[src/rtl/vector_deserializer.sv]
// Collects a stream of signed samples into a zero-padded vector for an adder tree.
// A vector closes on a full buffer or an accepted in_last and is held until taken.
module vector_deserializer #(
    parameter int WIDTH      = 17,
    parameter int INPUT_SIZE = 32
) (
    input  logic                    clk,
    input  logic                    reset,
    input  logic                    in_valid,
    output logic                    in_ready,
    input  logic signed [WIDTH-1:0] in_data,
    input  logic                    in_last,
    output logic                    out_valid,
    input  logic                    out_ready,
    output logic signed [WIDTH-1:0] out_data [INPUT_SIZE],
    output logic [$clog2(INPUT_SIZE+1)-1:0] out_count
);

    localparam int CW = $clog2(INPUT_SIZE + 1);

    localparam logic [0:0] FILL = 1'b0;
    localparam logic [0:0] HOLD = 1'b1;

    logic [0:0]              state_q, state_d;
    logic [CW-1:0]           count_q, count_d;
    logic signed [WIDTH-1:0] data_q [INPUT_SIZE];
    logic signed [WIDTH-1:0] data_d [INPUT_SIZE];

    logic accept;
    logic full;

    assign accept = in_valid && (state_q == FILL);
    assign full   = (count_q == CW'(INPUT_SIZE - 1));

    always_comb begin
        state_d = state_q;
        count_d = count_q;
        data_d  = data_q;
        if (accept) begin
            for (int i = 0; i < INPUT_SIZE; i++) begin
                if (count_q == CW'(i)) begin
                    data_d[i] = in_data;
                end
            end
            count_d = count_q + CW'(1);
            if (full || in_last) begin
                state_d = HOLD;
            end
        end else if ((state_q == HOLD) && out_ready) begin
            // Clearing on release keeps unwritten slots of the next short vector at zero.
            state_d = FILL;
            count_d = '0;
            for (int i = 0; i < INPUT_SIZE; i++) begin
                data_d[i] = '0;
            end
        end
    end

    always_ff @(posedge clk or negedge reset) begin
        if (!reset) begin
            state_q <= FILL;
            count_q <= '0;
            for (int i = 0; i < INPUT_SIZE; i++) begin
                data_q[i] <= '0;
            end
        end else begin
            state_q <= state_d;
            count_q <= count_d;
            data_q  <= data_d;
        end
    end

    assign in_ready  = (state_q == FILL);
    assign out_valid = (state_q == HOLD);
    assign out_count = count_q;
    assign out_data  = data_q;

endmodule

[config.mk]
export PLATFORM = sky130hd
export DESIGN_NAME = vector_deserializer
export DESIGN_NICKNAME = d
export VERILOG_FILES = /design/src/rtl/vector_deserializer.sv
export SDC_FILE = /design/constraint.sdc
export NUM_CORES = 1
export LEC_CHECK = 0
export CAP_MARGIN = 20
export CORE_ASPECT_RATIO = 0.8
export CORE_MARGIN = 2
export CORE_UTILIZATION = 35
export CTS_CLUSTER_DIAMETER = 100
export DETAILED_ROUTE_END_ITERATION = 6
export PLACE_DENSITY_LB_ADDON = 0.3
export SLEW_MARGIN = 0
export SYNTH_ARGS = -nofsm -noshare
export SYNTH_HDL_FRONTEND = slang
export SYNTH_SLANG_ARGS = --single-unit
[constraint.sdc]
create_clock -name clk -period 3.95 [get_ports clk]
set_clock_uncertainty 0.2 [all_clocks]
set_input_delay 0.395 -clock clk [delete_from_list [all_inputs] [get_ports clk]]
set_output_delay 0.395 -clock clk [all_outputs]
set_load 0.005 [all_outputs]
==> results.ini <==
[status]
status = finished clean

[layout]
nets = 2462
fill_cells = 5712
regArea_sq_um = 13800
multi_input_area_sq_um = 7960
drive_above_1_share = 0.0769
syn_to_final_growth_pct = 37.6

[logic_synthesis]
synth_warnings = 0
synth_xor_area_frac = 0
synth-async-reset-ratio = 1.00
yosysMostFrequentCell = dfrtp_1
ys_seq_area_frac = 0.606
synth_top_area_frac = 0.606
synth_ff_type = dfrtp_1
synth_compound_area_frac = 0.0386
synth_cell_types = 26
synthAdderAreaFrac = 0.00220
synth.largest_area_cell = dfrtp_1
syn_area_sq_um = 22800
synthTopCellsByArea = dfrtp_1, mux2i_1, nand2_1, o211ai_1, clkbuf_1
syn_nets = 1955
ys_seq_elements = 551
synth_top_family_by_area = multiplexers
synthSimpleGateAreaFrac = 0.0956
synthMuxAreaShare = 0.211
ys_top_cells_by_count = dfrtp_1, nand2_1, mux2i_1
synth_edf_count = 0
avgSynthCellArea_sq_um = 11.8
syn_inst = 1929

[critical_path]
cp_max_fo = 34
crit_buf_inv = 1
worstSetupStartpointType = flip-flop
cp_slowest_stage_delay_ns = 0.85
critPathArrivalTime_ns = 2.97
slowest_stage = or3b_2
critPathKind = reg2reg
critical_path.top_delay_family = simple AND/OR/NAND/NOR gates
cp_cell_sequence = inv_1 -> ha_1 -> or3b_2 -> o211ai_1 -> o21ai_0
worstPathRequired_ns = 4.16
end_kind = flip-flop

[sta]
min_period_over_period = 0.697
maxSlewHeadroom = 0.233
hold_ws_ns = 0.188
setup_viol = 0
rsz0062_at_grt = no
fmax_mhz = 363
worstMarginPinSlew_ns = 1.15
fin_setup_tns_ns = 0
period_minus_slack_ns = 2.75
hold_violations = 0
drv_slew = 0

[detailed_routing]
drt_iter0_drc = 1359
avgViaCountPerCell = 5.15
drtAntennaViolNets = 0
drt-total-wl_um = 82100
avgRoutedWirePerCell_um = 24.6
vias = 17200
drc = 0
drtPass1Iterations = 5

[power_and_ir_drop]
p_leak_uw = 0.0164
vdd_drop_max_uv = 327
power_density_nw_per_um2 = 434

[clocking]
clockBufferDepth = 3
ctsRootBufferMaster = clkbuf_16
cts_resized = 0
htreeDepth = 2
clk_latency_ns = 0.59
cts_tree = yes
cts_made_buffers = 57
path_clk_slew_ns = 0.06
numClockSinks = 551

[global_routing]
grt.busiest_layer = met2
antenna_found_initial = 1
use_met2 = 0.363
grt_pass1_wl_um = 119000
grt_max_degree = 96
grt_pass1_vias = 17500
grtUsageTotal = 0.240
gr-usage-met1 = 0.337
met3_usage = 0.0583
overflow = 0

[place]
place.port_buffers = 573
hpwl_um = 52800
gp_congestion = 0.808

[floorplan]
start_util = 0.354
rows = 83
ios = 574
chipWidth_um = 289
coreArea_sq_um = 64300
die_h_um = 232
die_area_sq_um = 67100

[hold_path]
hold_class = in2reg

[run]
drv_cap = 0

## stage by stage
step / std cells / setup slack (ns) / utilization / power, uW / area (sq um)
final: 3336 / 1.20 / 0.487 / 13600 / 31300
after global routing: 3335 / 1.05 / 0.487 / 14100 / 31300
after CTS: 3333 / 1.22 / 0.487 / 13700 / 31300
after detailed placement: 3225 / 0.888 / 0.455 / 7940 / 29300
after global placement: 3225 / 0.936 / 0.455 / 7910 / 29300
after floorplan: 1929 / 1.77 / - / 6840 / 22800
## per-layer routing
layer	routed length [um]	vias up
met5	0	-
met4	2690	0
met3	5940	133
met2	36900	649
met1	36600	8913
li1	-	7482
## area by class of cell
| type | instances | area share |
|---|---|---|
| clock buffer | 88 | 0.0551 |
| tap | 850 | 0.0340 |
| sequential | 551 | 0.440 |
| antenna | 2 | 0.000160 |
| inverter | 4 | 0.000479 |
| clock inverter | 19 | 0.00899 |
| multi-input combinational | 1173 | 0.254 |
| timing repair buffer | 649 | 0.207 |
## report_power, final
group,internal (uW),total (uW),switching (uW)
clock,3460,5760,2300
sequential,5870,6060,186
combinational,703,1780,1080
## path summary, 6_finish.rpt
path | startpoint | end | slack, ns | cells after the start
setup reg to reg | out_count[0] | out_data[222] | 1.20 | 5
hold / removal | in_last | out_valid | 0.19 | 3
max in group asynchronous | reset | out_count[4] | 2.18 | 4
setup / recovery | out_count[0] | out_data[222] | 1.20 | 5
hold reg to reg | out_data[181] | out_data[181] | 0.32 | 2
min in group asynchronous | reset | out_data[325] | 0.21 | 2
## cell families after synthesis
| logic type | after synthesis |
|---|---|
| AND/OR/NAND/NOR | 550 |
| buffers and inverters | 205 |
| flip-flops | 551 |
| multiplexers | 479 |
| adder cells (fa/ha/maj) | 4 |
| AO/OA/AOI/OAI | 140 |
## repair_timing
| item | CTS | global route |
|---|---|---|
| hold buffers | 1 | 0 |
| hold endpoints to repair | 71 | 0 |
| setup buffers | 0 | 0 |
## flip-flops by register name (all words and copies together), names as in the netlist
name       count
out_count      6
out_valid      1
out_data     544
## tightest hold or removal path, cell delays in order
cell and delay (ns):
clkdlybuf4s50_1 0.41, nand2_1 0.06, o211ai_1 0.07
## placed cells by master (no fill, tap or decap), types with 2 or more instances in the layout
cell	instances
clkdlybuf4s50_1	572
dfrtp_1	551
nand2_1	483
mux2i_1	479
o211ai_1	70
buf_4	62
clkbuf_16	59
o21ai_0	57
nand3_1	35
nand2_2	17
clkbuf_1	15
clkbuf_8	14
buf_12	13
o21ai_1	12
clkinv_2	9
bufinv_16	7
inv_1	4
ha_1	4
inv_6	3
diode_2	2
nor2b_1	2
(Power assumes the default switching activity.)
